$ cat src/rtl/cntr_seq_ctrl_pkg.sv
// Shared types and default widths for the counter sequencing controller.
package cntr_seq_ctrl_pkg;

    localparam int DEF_W     = 8;
    localparam int DEF_CNT_W = 8;

    typedef enum logic [2:0] {
        IDLE   = 3'd0,
        LOAD   = 3'd1,
        RUN    = 3'd2,
        RELOAD = 3'd3,
        DONE   = 3'd4
    } seq_state_t;

endpackage

$ cat src/rtl/cntr_seq_ctrl.sv
// Sequencer that drives a down-counter and converts one start request into
// N evenly spaced single-cycle pulses, one per counter terminal count.
module cntr_seq_ctrl
    import cntr_seq_ctrl_pkg::*;
#(
    parameter int W     = DEF_W,
    parameter int CNT_W = DEF_CNT_W
) (
    input  logic             clk,
    input  logic             rst,
    input  logic             start,
    input  logic             abort,
    input  logic [W-1:0]     period,
    input  logic [CNT_W-1:0] n_pulses,
    input  logic             cntr_tc,
    output logic             cntr_load,
    output logic             cntr_re_load,
    output logic [W-1:0]     cntr_data,
    output logic             pulse_out,
    output logic             busy,
    output logic             done,
    output logic             err,
    output logic [CNT_W-1:0] pulse_cnt
);

    localparam logic [CNT_W-1:0] CNT_ONE = CNT_W'(1);
    localparam logic [CNT_W-1:0] CNT_MAX = '1;

    seq_state_t       state;
    seq_state_t       next_state;
    logic [CNT_W-1:0] n_reg;
    logic [CNT_W-1:0] cnt_inc;
    logic             start_ok;
    logic             start_bad;
    logic             tc_hit;

    assign start_ok  = (state == IDLE) && start && (period != '0) && (n_pulses != '0);
    assign start_bad = (state == IDLE) && start && ((period == '0) || (n_pulses == '0));
    assign tc_hit    = (state == RUN) && cntr_tc && !abort;
    assign cnt_inc   = (pulse_cnt == CNT_MAX) ? pulse_cnt : (pulse_cnt + CNT_ONE);

    // Next-state decode; abort returns any active state to IDLE and beats a coincident tc
    always_comb begin
        next_state = state;
        unique case (state)
            IDLE:    next_state = start_ok ? LOAD : IDLE;
            LOAD:    next_state = abort ? IDLE : RUN;
            RUN: begin
                if (abort) begin
                    next_state = IDLE;
                end else if (cntr_tc) begin
                    next_state = (cnt_inc == n_reg) ? DONE : RELOAD;
                end else begin
                    next_state = RUN;
                end
            end
            RELOAD:  next_state = abort ? IDLE : RUN;
            DONE:    next_state = IDLE;
            default: next_state = IDLE;
        endcase
    end

    // State register
    always_ff @(posedge clk) begin
        if (rst) begin
            state <= IDLE;
        end else begin
            state <= next_state;
        end
    end

    // Registered outputs; strobes follow the upcoming state so they line up with it, done trails DONE by one cycle
    always_ff @(posedge clk) begin
        if (rst) begin
            cntr_load    <= 1'b0;
            cntr_re_load <= 1'b0;
            cntr_data    <= '0;
            n_reg        <= '0;
            pulse_out    <= 1'b0;
            busy         <= 1'b0;
            done         <= 1'b0;
            err          <= 1'b0;
            pulse_cnt    <= '0;
        end else begin
            cntr_load    <= (next_state == LOAD);
            cntr_re_load <= (next_state == RELOAD);
            busy         <= (next_state == LOAD) || (next_state == RUN) || (next_state == RELOAD);
            done         <= (state == DONE);
            err          <= start_bad;
            pulse_out    <= tc_hit;
            if (start_ok) begin
                cntr_data <= period;
                n_reg     <= n_pulses;
                pulse_cnt <= '0;
            end else if (tc_hit) begin
                pulse_cnt <= cnt_inc;
            end
        end
    end

endmodule

$ cat config.mk
export PLATFORM = sky130hd
export DESIGN_NAME = cntr_seq_ctrl
export DESIGN_NICKNAME = d
export VERILOG_FILES = /design/src/rtl/cntr_seq_ctrl_pkg.sv /design/src/rtl/cntr_seq_ctrl.sv
export SDC_FILE = /design/constraint.sdc
export NUM_CORES = 1
export LEC_CHECK = 0
export CORE_MARGIN = 3
export CORE_UTILIZATION = 25
export DETAILED_ROUTE_END_ITERATION = 12
export PLACE_DENSITY = 0.53
export SLEW_MARGIN = 40
export SYNTH_ARGS = -nofsm -noshare
export SYNTH_HDL_FRONTEND = slang
export SYNTH_SLANG_ARGS = --single-unit
$ cat constraint.sdc
create_clock -name clk -period 4.49 [get_ports clk]
set_input_delay 1.347 -clock clk [delete_from_list [all_inputs] [get_ports clk]]
set_output_delay 1.347 -clock clk [all_outputs]
set_load 0.02 [all_outputs]
==> results of run 1 <==
==> Yosys cell counts, types with 2 or more instances <==
cell type and count:
dfxtp_1 33, a22o_1 16, nor2_1 13, nand2_1 12, a21oi_1 6, nor4_1 6
and3_1 5, o21ai_0 5, xnor2_1 5, nand4_1 4, buf_4 3, buf_6 3
inv_1 3, mux2i_1 3, nand3_1 3, o22ai_1 3, xor2_1 3, a211oi_2 2
a31oi_1 2, buf_2 2, nor2b_1 2, nor3_1 2, nor3_2 2, nor3b_1 2
==> worst max-delay path: cells and delay by family <==
kind | cells | cell delay (ns)
AO/OA/AOI/OAI | 1 | 0.14
buffers and inverters | 1 | 0.45
AND/OR/NAND/NOR | 4 | 1.20
==> kinds of logic after synthesis <==
| logic type | after synthesis |
|---|---|
| AO/OA/AOI/OAI | 43 |
| buffers and inverters | 12 |
| multiplexers | 4 |
| adder cells (fa/ha/maj) | 1 |
| AND/OR/NAND/NOR | 64 |
| flip-flops | 33 |
| XOR/XNOR | 8 |
==> cell usage in the layout, fill, tap and decap left out, types with 3 or more instances in the layout <==
master,count
a21oi_1,6
a22o_1,16
and3_1,5
clkbuf_8,6
clkdlybuf4s50_1,42
dfxtp_1,33
inv_1,3
mux2i_1,3
nand2_1,12
nand3_1,3
nand4_1,4
nor2_1,13
nor4_1,6
o21ai_0,5
o22ai_1,3
xnor2_1,5
xor2_1,3
==> worst max path at each step <==
| stage | from | end | slack, ns | cells after the start |
|---|---|---|---|---|
| floorplan | n_pulses[7] | cntr_data[4] | 1.88 | 7 |
| global placement | start | busy | 1.26 | 6 |
| detailed placement | start | busy | 1.27 | 6 |
| CTS | start | busy | 1.55 | 6 |
| global route | n_pulses[3] | pulse_cnt[6] | 1.39 | 7 |
| finish | start | busy | 1.56 | 6 |
==> through the flow <==
step	instance area [sq um]	std cells	utilization, %	power (mW)
after CTS	2150	282	35.7	0.694
after floorplan	1580	165	-	0.363
after global placement	2040	274	33.8	0.405
after global routing	2150	282	35.7	0.711
after detailed placement	2040	274	33.8	0.404
final	2150	282	35.7	0.685
==> area by class of cell <==
class                   count  area (sq um)
clock buffers               7          86.3
clock inverters             1          30.0
fillers                   652          3870
inverters                   3          11.3
multi-input cells         120           842
flip-flops and latches     33           661
well taps                  75          93.8
repair buffers             43           428
==> per-layer routing <==
layer  routed length [microns]  global-route usage, %
met2                      1660                   16.5
met1                      1870                   15.1
met3                       265                   3.65
met4                        70                   5.18
met5                         0                      0
==> power by group through the flow <==
stage / combinational (mW) / clock, mW / sequential [mW]
final: 0.0832 / 0.286 / 0.315
after global routing: 0.0899 / 0.305 / 0.317
after CTS: 0.0840 / 0.295 / 0.315
after detailed placement: 0.0834 / 0 / 0.321
after global placement: 0.0839 / 0 / 0.321
after floorplan: 0.0358 / 0 / 0.327
==> out/qor.csv, run 1 <==
stage;metric;value;unit
hold_path;hp-class;reg -> reg;
timing;rsz0062_at_grt;false;
yosys;async_flop_share;0;%
clock_tree;cts_tree;built;
routing;routed_wl;3.87;mm
layout;drive_gt1_share;8.70;%
pwr;swShare;22.3;%
grt;grt_pass1_wl;6.55;mm
timing;fmax;341;MHz
worst_setup_path;r2r_slack;2.12;ns
worst_setup_path;critPathSlowestCell;or4b_1;
clock_tree;clock_path_buffers;2;
yosys;ys.flop_type;dfxtp_1;
timing;skew;0.00473;ns
yosys;synth_cell_types;49;
yosys;synth_top_family_by_area;simple AND/OR/NAND/NOR gates;
placement;portBuffers;42;
layout;final_net_count;228;
clock_tree;post_cts_buffers;0;
yosys;syn-num-nets;187;
pwr;peakVddDrop;0.000148;V
grt;grtUsageTotal;11.3;%
pwr;p_leak;0.784;nW
clock_tree;holdBufCountCts;0;
pwr;internal-power;0.532;mW
pwr;p_per_area;318;nW/um^2
pwr;pwr-share-comb;12.2;%
routing;drt_iter0_drc;129;
routing;drc_errors;0;
clock_tree;ctsRootBufferMaster;clkbuf_8;
worst_setup_path;path_max_fanout;18;
yosys;synth_adder_area_share;0.790;%
clock_tree;path_clk_slew;0.07;ns
yosys;synth-seq-cells;33;
worst_setup_path;critPathKind;in -> reg;
floorplan;num_rows;28;
yosys;synthTopCellsByArea;dfxtp_1, a22o_1, nor2_1, nand2_1, xnor2_1;
timing;finalCritPeriodShare;65.3;%
routing;dr_total_vias;1400;
worst_setup_path;worstPathArrival;3.15;ns
yosys;syn_inst;165;
clock_tree;clock-sinks;33;
routing;wl_per_cell;13.7;microns
timing;slew_headroom;71.8;%
timing;tightest_slew;0.423;ns
timing;setup_tns;0;ns
yosys;synth_top_cell_by_area;dfxtp_1;
flow_run;maxCapViolations;0;
yosys;synth.cell_area;1580;sq um
clock_tree;cts_buffers;5;
worst_setup_path;crit_chain;clkdlybuf4s50_1 -> or4b_1 -> or2_1 -> nor2_4 -> nor3b_1 -> a21boi_1;
floorplan;die_area;7330;sq um
worst_setup_path;r2r.worst_path.cells;7;
worst_setup_path;end_kind;register;
placement;post-place-ws;1.27;ns
worst_setup_path;required;4.71;ns
clock_tree;clock_latency;0.28;ns
grt;antenna_found_initial;0;
timing;setup_ws;1.56;ns
yosys;yosysSeqAreaShare;41.7;%
yosys;synth-xor-area-share;4.42;%
pwr;power.clock.fraction;41.8;%
timing;fin_crit;2.93;ns
worst_setup_path;critPathLaunchType;input port;
floorplan;start_util;26.3;%
yosys;yosysWarnings;0;
routing;drtPass1Iterations;4;
grt;grt_pass1_vias;1336;
placement;hpwl;2.81;mm
pwr;seq_power_share;46.0;%
hold_path;min_to;done;
worst_setup_path;r2r_end;state[0];
hold_path;hp-start;state[0];
hold_path;whs_path_depth;1;
floorplan;die_h;85.6;microns
timing;drv_slew;0;
yosys;synth-edff-count;0;
floorplan;die_w;85.6;microns
placement;gp_congestion;0.776;
timing;hold_viol;0;
layout;diodes;0;
routing;vias_per_cell;4.96;
clock_tree;h-tree-depth;2;
pwr;p_sw;0.153;mW
grt;grt_start_max_net_pins;19;
floorplan;pin_count;43;
grt;grt_overflow;0;
yosys;synth_compound_area_share;21.2;%
layout;area_delta_synth_final;35.9;%
yosys;synth-simple-area-share;24.1;%
yosys;muxShareOfSynthArea;2.61;%
timing;fin_hold_ws;0.481;ns
timing;setup_violations;0;
yosys;synth_top_area_share;41.7;%
run_status;status;complete, no violations;
routing;ant_nets;0;
clock_tree;cts_resized;0;
floorplan;core-area;6030;sq um
yosys;avgSynthCellArea;9.60;sq um
worst_setup_path;cp_slowest_stage_delay;0.47;ns
worst_setup_path;r2r-start;pulse_cnt[0];
Note: power is estimated with default switching activity, not from simulation.
==> run 2, diff against run 1 <==
--- a/config.mk
+++ b/config.mk
@@ -8,7 +8,7 @@
 export CORE_MARGIN = 3
 export CORE_UTILIZATION = 25
 export DETAILED_ROUTE_END_ITERATION = 12
-export PLACE_DENSITY = 0.53
+export PLACE_DENSITY = 0.55
 export SLEW_MARGIN = 40
 export SYNTH_ARGS = -nofsm -noshare
 export SYNTH_HDL_FRONTEND = slang
==> constraint.sdc (replaced) <==
create_clock -name clk -period 2.5 [get_ports clk]
set_input_delay 0.75 -clock clk [delete_from_list [all_inputs] [get_ports clk]]
set_output_delay 0.75 -clock clk [all_outputs]
set_load 0.02 [all_outputs]
==> run 2 against run 1 <==
Against the previous run:
- die area is the same
- clock skew decreased by 0.0030 ns
- combinational power is 87% higher
- core utilization is 1.1 points higher
- total power up 80%
- register-to-register slack got worse by 1.8 ns
- via count grew 1.9%
- cell area is 3.1% higher
- critical path type is now reg -> out
- largest cell class unchanged
- largest power group unchanged
==> out/qor.csv, run 2 (synthesis gave the netlist of run 1 again) <==
stage;metric;value;unit;change
layout;drive_gt1_share;12.5;%;+3.8 points
pwr;seq_power_share;45.9;%;about the same
clock_tree;clock-sinks;33;;unchanged
timing;drv_slew;0;;unchanged
hold_path;hp-class;reg -> reg;;
layout;fin_cells;291;;+3.2%
routing;drc_errors;0;;unchanged
pwr;finalPower;1.23;mW;+80%
worst_setup_path;r2r_slack;0.32;ns;-1.80 ns
worst_setup_path;required;1.75;ns;-2.96 ns
pwr;p_per_area;555;nW/um^2;+74%
clock_tree;cts_resized;0;;unchanged
timing;hold_viol;0;;unchanged
worst_setup_path;crit_chain;clkdlybuf4s50_1;;
grt;grt_pass1_wl;6.38;mm;-2.5%
grt;grtUsageTotal;10.9;%;-0.40 points
worst_setup_path;r2r-start;pulse_cnt[0];;
grt;antenna_found_initial;0;;unchanged
clock_tree;clock_latency;0.28;ns;about the same
layout;diodes;0;;unchanged
placement;hpwl;2.98;mm;+5.8%
timing;rsz0062_at_grt;false;;
pwr;p_leak;0.830;nW;+5.9%
timing;skew;0.00177;ns;-0.00296 ns
run_status;status;complete, no violations;;
timing;tightest_slew;0.425;ns;+0.00212 ns
timing;fmax;436;MHz;
timing;setup_violations;0;;unchanged
grt;grt_pass1_vias;1328;;-0.60%
routing;drtPass1Iterations;4;;unchanged
timing;finalCritPeriodShare;91.8;%;
placement;portBuffers;42;;unchanged
floorplan;die_area;7330;sq um;unchanged
clock_tree;h-tree-depth;2;;unchanged
layout;layout.cells.most_common;clkdlybuf4s50_1;;
layout;final_net_count;237;;+3.9%
timing;slew_headroom;71.6;%;-0.14 points
routing;ant_nets;0;;unchanged
worst_setup_path;cp-startpoint;pulse_cnt[2];;
floorplan;core-area;6030;sq um;unchanged
worst_setup_path;worst-path-buf-inv;1;;unchanged
clock_tree;holdBufCountCts;0;;unchanged
layout;area_delta_synth_final;40.1;%;
clock_tree;cts_tree;built;;
grt;grt_overflow;0;;unchanged
routing;drt_iter0_drc;96;;-26%
layout;layout_common_cells;clkdlybuf4s50_1, dfxtp_1, a22o_1;;
worst_setup_path;critPathKind;reg -> out;;
worst_setup_path;r2r.worst_path.cells;7;;unchanged
floorplan;num_rows;28;;unchanged
pwr;peakVddDrop;0.000283;V;+92%
floorplan;pin_count;43;;unchanged
clock_tree;clock_path_buffers;2;;unchanged
routing;vias_per_cell;4.90;;-1.3%
floorplan;die_w;85.6;microns;unchanged
floorplan;die_h;85.6;microns;unchanged
routing;routed_wl;3.84;mm;-0.75%
clock_tree;cts_buffers;5;;unchanged
worst_setup_path;end_kind;output pin;;
floorplan;start_util;26.3;%;unchanged
worst_setup_path;path_delay_family;buffers and inverters;;
pwr;swShare;22.0;%;-0.32 points
placement;gp_congestion;0.777;;+0.18%
worst_setup_path;critPathLaunchType;register;;
placement;dp_cells;283;;+3.3%
clock_tree;path_clk_slew;0.06;ns;about the same
worst_setup_path;r2r_end;state[0];;
worst_setup_path;critPathSlowestCell;clkdlybuf4s50_1;;
pwr;p_sw;0.271;mW;+77%
pwr;internal-power;0.960;mW;+81%
routing;dr_total_vias;1426;;+1.9%
worst_setup_path;cp.depth;1;;-5
routing;wl_per_cell;13.2;microns;-3.8%
clock_tree;post_cts_buffers;0;;unchanged
clock_tree;ctsRootBufferMaster;clkbuf_8;;
worst_setup_path;cp_slowest_stage_delay;0.69;ns;+0.22 ns
worst_setup_path;path_max_fanout;10;;-8
grt;grt_start_max_net_pins;17;;-2
timing;fin_crit;2.30;ns;
worst_setup_path;worstPathArrival;1.55;ns;-1.60 ns
worst_setup_path;endpoint;pulse_cnt[2];;
pwr;pwr-share-comb;12.6;%;+0.4 points
flow_run;maxCapViolations;0;;unchanged
pwr;power.clock.fraction;41.5;%;-0.3 points
-- run 2: changes by cell type in the layout (fill, tap and decap cells not counted) --
cell / before / now
buf_4: 1 / 10
-- run 2: layout make-up --
type                            count  area [sq um]
Sequential cell                    33           661
Fill cell                         652          3810
Tap cell                           75          93.8
Clock buffer                        7          86.3
Timing Repair Buffer               52           495
Inverter                            3          11.3
Multi-Input combinational cell    120           842
Clock inverter                      1          30.0
-- run 2: layer usage --
metal	global-route usage, %	share of wire, %	vias up	wire length [microns]
met4	5.32	2.1	0	80
met5	0	0	-	0
li1	-	-	726	-
met3	2.69	5.5	8	213
met1	15.1	49	651	1890
met2	15.8	43	41	1660
-- run 2: worst min path at each step --
stage | slack (ns) | end | startpoint | cells after the start
after global placement | 0.46 | done | state[0] | 1
after detailed placement | 0.46 | done | state[0] | 1
final | 0.47 | done | state[0] | 1
after floorplan | 0.43 | done | state[0] | 1
after global routing | 0.50 | done | state[0] | 1
after CTS | 0.47 | done | state[0] | 1
-- run 2: power groups by stage --
stage	registers, mW	logic [mW]	clock network (mW)
after floorplan	0.587	0.0643	0
after global placement	0.577	0.157	0
after detailed placement	0.577	0.158	0
after CTS	0.565	0.158	0.526
after global routing	0.568	0.169	0.547
final	0.565	0.156	0.510
-- run 2: stage by stage --
step / hold WS [ns] / area, sq um / util, % / setup WS (ns) / setup TNS, ns
4_1_cts: 0.473 / 2220 / 36.8 / 0.179 / 0
3_3_place_gp: 0.460 / 2100 / 34.9 / -0.00592 / -0.0234
2_1_floorplan: 0.428 / 1580 / - / 0.376 / 0
6_report: 0.474 / 2220 / 36.8 / 0.204 / 0
5_1_grt: 0.500 / 2220 / 36.8 / 0.108 / 0
3_5_place_dp: 0.460 / 2100 / 34.9 / 0.0139 / 0
